## config.mk

```make
export PLATFORM = sky130hd
export DESIGN_NAME = mmio_uart_tx
export DESIGN_NICKNAME = d
export VERILOG_FILES = /design/src/rtl/mmio_uart_tx_pkg.sv /design/src/rtl/mmio_uart_tx_sync_fifo.sv /design/src/rtl/mmio_uart_tx.sv
export SDC_FILE = /design/constraint.sdc
export NUM_CORES = 1
export LEC_CHECK = 0
export CAP_MARGIN = 10
export CORE_MARGIN = 8
export CORE_UTILIZATION = 46
export CTS_CLUSTER_DIAMETER = 60
export CTS_CLUSTER_SIZE = 20
export DETAILED_ROUTE_END_ITERATION = 8
export GPL_TIMING_DRIVEN = 1
export HOLD_SLACK_MARGIN = 0.15
export PLACE_DENSITY = 0.86
export SYNTH_ARGS = -nofsm -noshare
export SYNTH_HDL_FRONTEND = slang
export SYNTH_SLANG_ARGS = --single-unit
```

## constraint.sdc

```tcl
create_clock -name clk -period 2.89 [get_ports clk]
set_input_delay 0.4335 -clock clk [delete_from_list [all_inputs] [get_ports clk]]
set_output_delay 0.4335 -clock clk [all_outputs]
set_load 0.02 [all_outputs]
```

## src/rtl/mmio_uart_tx_pkg.sv

```systemverilog
// mmio_pkg: register offsets, STATUS bit positions and TX FSM states for mmio_uart_tx.
package mmio_pkg;

    localparam logic [1:0] OFF_TXDATA = 2'd0;
    localparam logic [1:0] OFF_STATUS = 2'd1;
    localparam logic [1:0] OFF_OVFCNT = 2'd2;

    localparam int ST_BUSY    = 0;
    localparam int ST_FULL    = 1;
    localparam int ST_EMPTY   = 2;
    localparam int ST_CNT_LSB = 8;

    typedef enum logic [1:0] {IDLE, START, DATA, STOP} uart_tx_state_t;

endpackage

```

## src/rtl/mmio_uart_tx_sync_fifo.sv

```systemverilog
// sync_fifo: single-clock FIFO with registered pointers; pushes to a full FIFO are dropped.
module sync_fifo #(
    parameter int WIDTH = 8,
    parameter int DEPTH = 8
) (
    input  logic                     clk,
    input  logic                     reset,
    input  logic                     push,
    input  logic [WIDTH-1:0]         din,
    input  logic                     pop,
    output logic [WIDTH-1:0]         dout,
    output logic                     full,
    output logic                     empty,
    output logic [$clog2(DEPTH):0]   count
);
    localparam int AW = $clog2(DEPTH);

    logic [WIDTH-1:0] mem_q [DEPTH];
    logic [AW-1:0]    wr_q, rd_q;
    logic [AW:0]      cnt_q;
    logic             do_push, do_pop;

    assign full    = cnt_q == (AW+1)'(DEPTH);
    assign empty   = cnt_q == '0;
    assign count   = cnt_q;
    assign dout    = mem_q[rd_q];
    assign do_push = push && !full;
    assign do_pop  = pop && !empty;

    always_ff @(posedge clk) begin
        if (do_push && !reset) mem_q[wr_q] <= din;
    end

    // Pointers are AW bits wide, so they wrap modulo DEPTH for free.
    always_ff @(posedge clk) begin
        if (reset) begin
            wr_q  <= '0;
            rd_q  <= '0;
            cnt_q <= '0;
        end else begin
            if (do_push) wr_q <= wr_q + AW'(1);
            if (do_pop) rd_q <= rd_q + AW'(1);
            cnt_q <= cnt_q + (AW+1)'(do_push) - (AW+1)'(do_pop);
        end
    end

endmodule

```

## src/rtl/mmio_uart_tx.sv

```systemverilog
// mmio_uart_tx: memory-mapped 8N1 UART transmitter with TX FIFO on the single-cycle MIPS data bus.
module mmio_uart_tx
    import mmio_pkg::*;
#(
    parameter logic [31:0] BASE_ADDR    = 32'hFFFF_0000,
    parameter int          CLKS_PER_BIT = 16,
    parameter int          FIFO_DEPTH   = 8
) (
    input  logic        clk,
    input  logic        reset,
    input  logic        memwrite,
    input  logic [31:0] dataadr,
    input  logic [31:0] writedata,
    output logic [31:0] readdata,
    output logic        hit,
    output logic        tx
);
    localparam int            CW       = $clog2(CLKS_PER_BIT);
    localparam int            AW       = $clog2(FIFO_DEPTH);
    localparam logic [CW-1:0] CNT_LAST = CW'(CLKS_PER_BIT - 1);

    uart_tx_state_t state_q;
    logic [CW-1:0]  cnt_q;
    logic [2:0]     idx_q;
    logic [7:0]     shift_q;
    logic           tx_q;
    logic [7:0]     ovf_q, ovf_d;

    logic [1:0]     off;
    logic           wr_en, push, pop, bit_last;
    logic           fifo_full, fifo_empty;
    logic [7:0]     fifo_dout;
    logic [AW:0]    fifo_count;
    logic [31:0]    status;
    logic           unused_bits;

    assign unused_bits = ^{dataadr[1:0], writedata[31:8]};

    assign hit      = dataadr[31:4] == BASE_ADDR[31:4];
    assign off      = dataadr[3:2];
    assign wr_en    = memwrite && hit;
    assign push     = wr_en && off == OFF_TXDATA;
    assign bit_last = cnt_q == CNT_LAST;
    // Pop at IDLE, or on the last stop-bit cycle so the next frame follows without a gap.
    assign pop      = !fifo_empty && (state_q == IDLE || (state_q == STOP && bit_last));
    assign tx       = tx_q;

    sync_fifo #(.WIDTH(8), .DEPTH(FIFO_DEPTH)) u_fifo (
        .clk   (clk),
        .reset (reset),
        .push  (push),
        .din   (writedata[7:0]),
        .pop   (pop),
        .dout  (fifo_dout),
        .full  (fifo_full),
        .empty (fifo_empty),
        .count (fifo_count)
    );

    always_comb begin
        status                     = '0;
        status[ST_BUSY]            = state_q != IDLE;
        status[ST_FULL]            = fifo_full;
        status[ST_EMPTY]           = fifo_empty;
        status[ST_CNT_LSB +: 8]    = 8'(fifo_count);
        readdata = !hit                ? 32'd0 :
                   off == OFF_STATUS   ? status :
                   off == OFF_OVFCNT   ? {24'd0, ovf_q} : 32'd0;
    end

    always_comb begin
        ovf_d = (wr_en && off == OFF_OVFCNT)              ? 8'd0 :
                (push && fifo_full && ovf_q != 8'hFF)     ? ovf_q + 8'd1 : ovf_q;
    end

    always_ff @(posedge clk) begin
        if (reset) ovf_q <= '0;
        else       ovf_q <= ovf_d;
    end

    always_ff @(posedge clk) begin
        if (reset) begin
            state_q <= IDLE;
            cnt_q   <= '0;
            idx_q   <= '0;
            shift_q <= '0;
            tx_q    <= 1'b1;
        end else begin
            case (state_q)
                IDLE: begin
                    if (!fifo_empty) begin
                        state_q <= START;
                        shift_q <= fifo_dout;
                        cnt_q   <= '0;
                        tx_q    <= 1'b0;
                    end
                end
                START: begin
                    if (bit_last) begin
                        state_q <= DATA;
                        cnt_q   <= '0;
                        idx_q   <= '0;
                        tx_q    <= shift_q[0];
                    end else begin
                        cnt_q <= cnt_q + CW'(1);
                    end
                end
                DATA: begin
                    if (bit_last) begin
                        cnt_q <= '0;
                        if (idx_q == 3'd7) begin
                            state_q <= STOP;
                            tx_q    <= 1'b1;
                        end else begin
                            idx_q   <= idx_q + 3'd1;
                            shift_q <= shift_q >> 1;
                            tx_q    <= shift_q[1];
                        end
                    end else begin
                        cnt_q <= cnt_q + CW'(1);
                    end
                end
                STOP: begin
                    if (bit_last) begin
                        cnt_q <= '0;
                        if (!fifo_empty) begin
                            state_q <= START;
                            shift_q <= fifo_dout;
                            tx_q    <= 1'b0;
                        end else begin
                            state_q <= IDLE;
                            tx_q    <= 1'b1;
                        end
                    end else begin
                        cnt_q <= cnt_q + CW'(1);
                    end
                end
                default: begin
                    state_q <= IDLE;
                    tx_q    <= 1'b1;
                end
            endcase
        end
    end

endmodule

```

## Yosys cells after proc, flatten, opt, wreduce, memory -nomap -nowiden

Memory sizes are Yosys's and may differ from the RTL's. A register that Yosys moved wholly into a read port is not among the register bits.
Cells that the tools add are included.

| word-level totals | value |
|---|---|
| register bits after elaboration | 36 |
| bits in latches | 0 |
| RAM bits | 64 |
| ROM bits | 0 |
| input port bits | 67 |
| output and inout port bits | 34 |
| logic and storage cells | 92 |
| memories kept | 1 |

| cells by class | value |
|---|---|
| add/sub/neg operators | 7 |
| multipliers | 0 |
| divide/modulo/power cells | 0 |
| $lt $le $gt $ge | 0 |
| equal/unequal tests | 16 |
| shift-type cells | 0 |
| muxes and demuxes | 33 |
| bitwise operators | 0 |
| reduce and logical (&&, ||, !) cells | 26 |

Memory list:

| memory | depth | bits a word | rd ports | clocked after memory_dff | write ports | RTL line | text |
|---|---|---|---|---|---|---|---|
| u_fifo.mem_q | 8 | 8 | 1 | 1 | 1 | mmio_uart_tx_sync_fifo.sv:18 | `logic [WIDTH-1:0] mem_q [DEPTH];` |

Operators with widths:

| operator | count |
|---|---|
| $mux 8 | 5 |
| $eq 28x28->1 const B | 1 |
| $mux 12 | 2 |
| $pmux 8 s3 | 1 |
| $mux 3 | 5 |
| $ne 2x2->1 const B | 6 |
| $reduce_and 4->1 | 3 |
| $logic_and 1x1->1 | 10 |
| $mux 2 | 5 |
| $add 3x1->3 const B | 3 |
| $mux 1 | 9 |
| $add 8x1->8 const B | 1 |
| $eq 4x4->1 const B | 2 |
| $mux 4 | 2 |
| $ne 8x8->1 const B | 1 |
| $pmux 2 s4 | 1 |
| $pmux 4 s2 | 1 |
| $eq 2x2->1 const B | 3 |
| $pmux 3 s2 | 1 |
| $reduce_and 5->1 | 1 |
| $add 4x1->4 | 1 |
| $add 4x1->4 const B | 1 |
| $eq 2x1->1 const B | 2 |
| $logic_not 2->1 | 2 |
| 10 further kinds | 13 |

## Longest topological paths before layout

| depth | value |
|---|---|
| depth in word-level cells | 7 |
| gate-level depth with buffers | 11 |
| gate-level depth less buffers | 11 |

## By module

From an unflattened synthesis, not the netlist that was laid out.

| unflattened totals | value |
|---|---|
| cells, all modules | 384 |
| area, all modules | 4870.9 µm² |

Modules (own cells, without submodules):

| module | times used | cells an instance | area an instance (µm²) | seq. area each (µm²) |
|---|---|---|---|---|
| sync_fifo | 1 | 172 | 3185.6 | 2182.1 |
| mmio_uart_tx | 1 | 212 | 1685.4 | 520.5 |

## Worst setup path before layout

OpenSTA, ideal clock, no wires.

| timing path | value |
|---|---|
| kind | input port to flip-flop |
| from | input dataadr[13] |
| to | memory u_fifo.mem_q[1][0] (enable) |
| library setup time | 0.395 ns |
| arrival time | 2.615 ns |
| slack | -0.120 ns |
| stages | 6 |
| buffers on the path | 0 |
| cell sequence | or4b_4 > nor4_4 > nand2_1 > inv_2 > nand3_1 > nor4_1 |

| on the way | value |
|---|---|
| word-level cells in the longest chain between the ends | 7 |

Ends and longest elaborated chain:

| what | RTL line | text |
|---|---|---|
| from (decl) | mmio_uart_tx.sv:12 | `input logic [31:0] dataadr,` |
| $eq 28x28->1 | mmio_uart_tx.sv:39 | `assign hit = dataadr[31:4] == BASE_ADDR[31:4];` |
| $logic_and 1x1->1 | mmio_uart_tx.sv:41 | `assign wr_en = memwrite && hit;` |
| $logic_and 1x1->1 | mmio_uart_tx.sv:42 | `assign push = wr_en && off == OFF_TXDATA;` |
| $logic_and 1x1->1 | mmio_uart_tx_sync_fifo.sv:27 | `assign do_push = push && !full;` |
| $logic_and 1x1->1 | mmio_uart_tx_sync_fifo.sv:31 | `if (do_push && !reset) mem_q[wr_q] <= din;` |
| $mux 1 | mmio_uart_tx_sync_fifo.sv:31 |  |
| $mux 1 (implied by the code) | mmio_uart_tx_sync_fifo.sv:31 |  |
| to (decl) | mmio_uart_tx_sync_fifo.sv:18 |  |

No other way between the ends.

## Final worst setup path

| timing path | value |
|---|---|
| from | input dataadr[6] |
| to | output readdata[6] |

| on the way | value |
|---|---|
| word-level cells in the longest chain between the ends | 2 |

Ends and longest elaborated chain:

| what | RTL line | text |
|---|---|---|
| $eq 28x28->1 | mmio_uart_tx.sv:39 |  |
| $mux 12 | mmio_uart_tx.sv:66 | `readdata = !hit ? 32'd0 :` |
| to (decl) | mmio_uart_tx.sv:14 | `output logic [31:0] readdata,` |

No other way between the ends.

==> results_dict.tcl <==
set metrics [dict create \
    grt_pass1_vias 3445 \
    total_power_mw 3.855 \
    finalHoldViolCount 0 \
    drc 0 \
    cp_slowest_stage_delay_ns 0.57 \
    power_density_mw_per_mm2 676.4 \
    globalplace.congestion 0.8259 \
    holdPathEnd "shift_q[3]" \
    die_area_mm2 0.01388 \
    min_path_cells 2 \
    ys.warnings.count 0 \
    required_ns 2.46 \
    critPathSlowestCell "or4_1" \
    utilization_pct 55.96 \
    rows 37 \
    synth_area_per_cell_um2 12.16 \
    max_clock_freq_mhz 352.3 \
    r2r_end "shift_q[7]" \
    antenna_found_initial 0 \
    cp_cell_sequence "clkdlybuf4s50_1 > or4_1 > nor4_4 > nand2_2 > clkinv_4 > and3_1 > clkdlybuf4s15_2" \
    cts.sinks 103 \
    drive_gt1_share_pct 16.31 \
    io_pins 101 \
    gr-usage-all-layers_pct 14.79 \
    syn_inst 392 \
    r2r_cells 8 \
    die_y_um 117.8 \
    min_from "shift_q[3]" \
    cts_tree "done" \
    antenna_cells 0 \
    grt_pass1_wl_um 16630 \
    overflow 0 \
    worst_slack_ns 0.05181 \
    finalCritPeriodShare_pct 98.21 \
    core_area_mm2 0.01018 \
    clk_pin_slew_ns 0.10 \
    ant_nets 0 \
    final-setup-viol-count 0 \
    p_leak_nw 2.067 \
    via_per_inst 5.455 \
    cts-root-buf "clkbuf_8" \
    io_buffers 54 \
    fp.dieW_um 117.8 \
    start_util_pct 46.81 \
    ys.flop_type "edfxtp_1" \
    finish.net_count 546 \
    areaGrowthSynthToFinish_pct 19.55 \
    crit_arrival_ns 2.40 \
    r2r-start "u_fifo.count[2]" \
    maxSlewHeadroom_pct 19.18 \
    min_period_ns 2.838 \
    clk_path_buf_depth 2 \
    post_drt_wl_per_cell_um 16.72 \
    cp_max_fo 12 \
    hp-class "flip-flop to flip-flop" \
    maxCapViolations 0 \
    grt_max_degree 31 \
    clock_skew_ns 0.01502 \
    post-place-ws_ns -0.3805 \
    setup.worst_path.class "input pin to output pin" \
    cts_setup_buffers 0 \
    ys_seq_area_share_pct 56.69 \
    design_area_mm2 0.005699 \
    syn_area_mm2 0.004767 \
    worst_setup_path_start_kind "input pin" \
    synth_cell_types 52 \
    hpwlAfterDp_um 7424 \
    insertion_delay_ns 0.37 \
    via_count 3284 \
    status "finished clean" \
    peakVddDrop_uv 300.7 \
    finalWirelength_um 10060 \
    cts_hold_buf 0 \
    rrSetupSlack_ns 0.48 \
    drt_first_pass_iters 4 \
    tightest_slew_ns 1.207 \
    crit_path_end_kind "output pin" \
    dpl_cell_area_mm2 0.005512 \
    numCtsBuffers 9 \
    h-tree-depth 3 \
    synthArstFlopShare_pct 0 \
    slew_violations 0 \
    synth_seq_cells 103 \
    synth-edff-count 64 \
    rsz0062_at_grt "no" \
    drt_iter0_drc 142 \
]
logic make-up (layout without fill, tap and decap cells):
kind of cell,after synthesis,after routing,share of synthesized area (%)
and+or+nand+nor,120,120,14.07
DFF,103,103,56.69
AOI/OAI and AO/OA,64,64,8.452
buffers and inverters,59,114,6.378
muxes,20,20,8.163
adders and majority gates,18,18,4.882
xor gates and xnor gates,7,7,1.286
other,1,20,0.07866
metrics by stage:
| stage | cells | hold slack [ns] | TNS (ns) |
|---|---|---|---|
| floorplan | 411 | 0.4319 | 0 |
| global placement | 586 | 0.4421 | -6.115 |
| detailed placement | 586 | 0.4508 | -9.312 |
| CTS | 602 | 0.4656 | 0 |
| global route | 602 | 0.4930 | 0 |
| finish | 602 | 0.4630 | 0 |
worst max-delay path, delay by kind of cell:
family | cells | cell delay [ns]
buffers and inverters | 3 | 0.78
AND/OR/NAND/NOR | 4 | 1.19
cell usage in the layout (no fill, tap or decap), drive strengths merged, types with 7 or more instances in the layout:
cell	synthesis	layout
clkdlybuf4s50	0	41
a211o	7	7
edfxtp	64	64
nand4	9	9
nor3	8	8
and3	11	11
buf	24	31
nor2b	8	8
a21oi	24	24
conb	1	20
o21ai	8	8
o22ai	7	7
inv	22	25
nand2	21	21
dfxtp	39	39
clkbuf	13	9
nor4	7	7
ha	17	17
nand3	10	10
mux4	15	15
nor2	23	23
state kept, by name, indices dropped and copies added (netlist names), named ones only:
register      flops
u_fifo.wr_q       3
u_fifo.count      4
cnt_q             4
state_q           2
shift_q           8
u_fifo.mem_q     64
idx_q             3
ovf_q             8
tx                1
u_fifo.rd_q       3
how the worst max path moves through the flow:
stage | from | to | slack [ns] | cells after the start
after floorplan | dataadr[13] | u_fifo.mem_q[3][0] | 0.05 | 6
after global placement | dataadr[13] | readdata[7] | -0.31 | 7
after detailed placement | dataadr[13] | readdata[9] | -0.38 | 7
after CTS | dataadr[13] | readdata[9] | 0.03 | 7
after global routing | dataadr[6] | readdata[5] | 0.006 | 7
final | dataadr[6] | readdata[6] | 0.05 | 7
timing repair:
| action | CTS | global route |
|---|---|---|
| endpoints found under the setup margin | 13 | 10 |
| pin swaps | 0 | 1 |
| resized for setup | 39 | 11 |
cell type report:
cell class                      count  area, µm²
Multi-Input combinational cell    249       1853
Sequential cell                   103       2703
Fill cell                         829       4486
Inverter                           22      87.58
Clock buffer                        9      123.9
Timing Repair Buffer               76      664.4
Tap cell                          136      170.2
Clock inverter                      7      97.59
where the power goes:
part           internal [mW]  total, mW  leakage (nW)  switching [mW]
combinational          0.535       1.15          1.06           0.616
sequential              1.67       1.75         0.893          0.0803
clock                  0.430      0.958         0.113           0.527
total                   2.63       3.85          2.07            1.22
routing by layer:
layer  track usage [%]  vias to the layer above  part of all wire (%)
met4             7.206                        0                   1.5
met2             26.40                      100                    53
met1             15.71                     1613                    40
met5                 0                        -                     0
li1                  -                     1561                     -
met3             4.221                       10                   5.9
synthesized netlist by cell type, drive strengths merged (9+ instances only):
cell type,instances,area share (%)
buf,24,3.6
a21oi,24,2.5
ha,17,4.5
inv,22,1.7
mux4,15,7.1
nand3,10,1.0
nand4,9,1.3
nor2,23,1.8
nand2,21,1.7
dfxtp,39,16
and3,11,1.4
clkbuf,13,1.0
edfxtp,64,40
(Power assumes the default switching activity.)
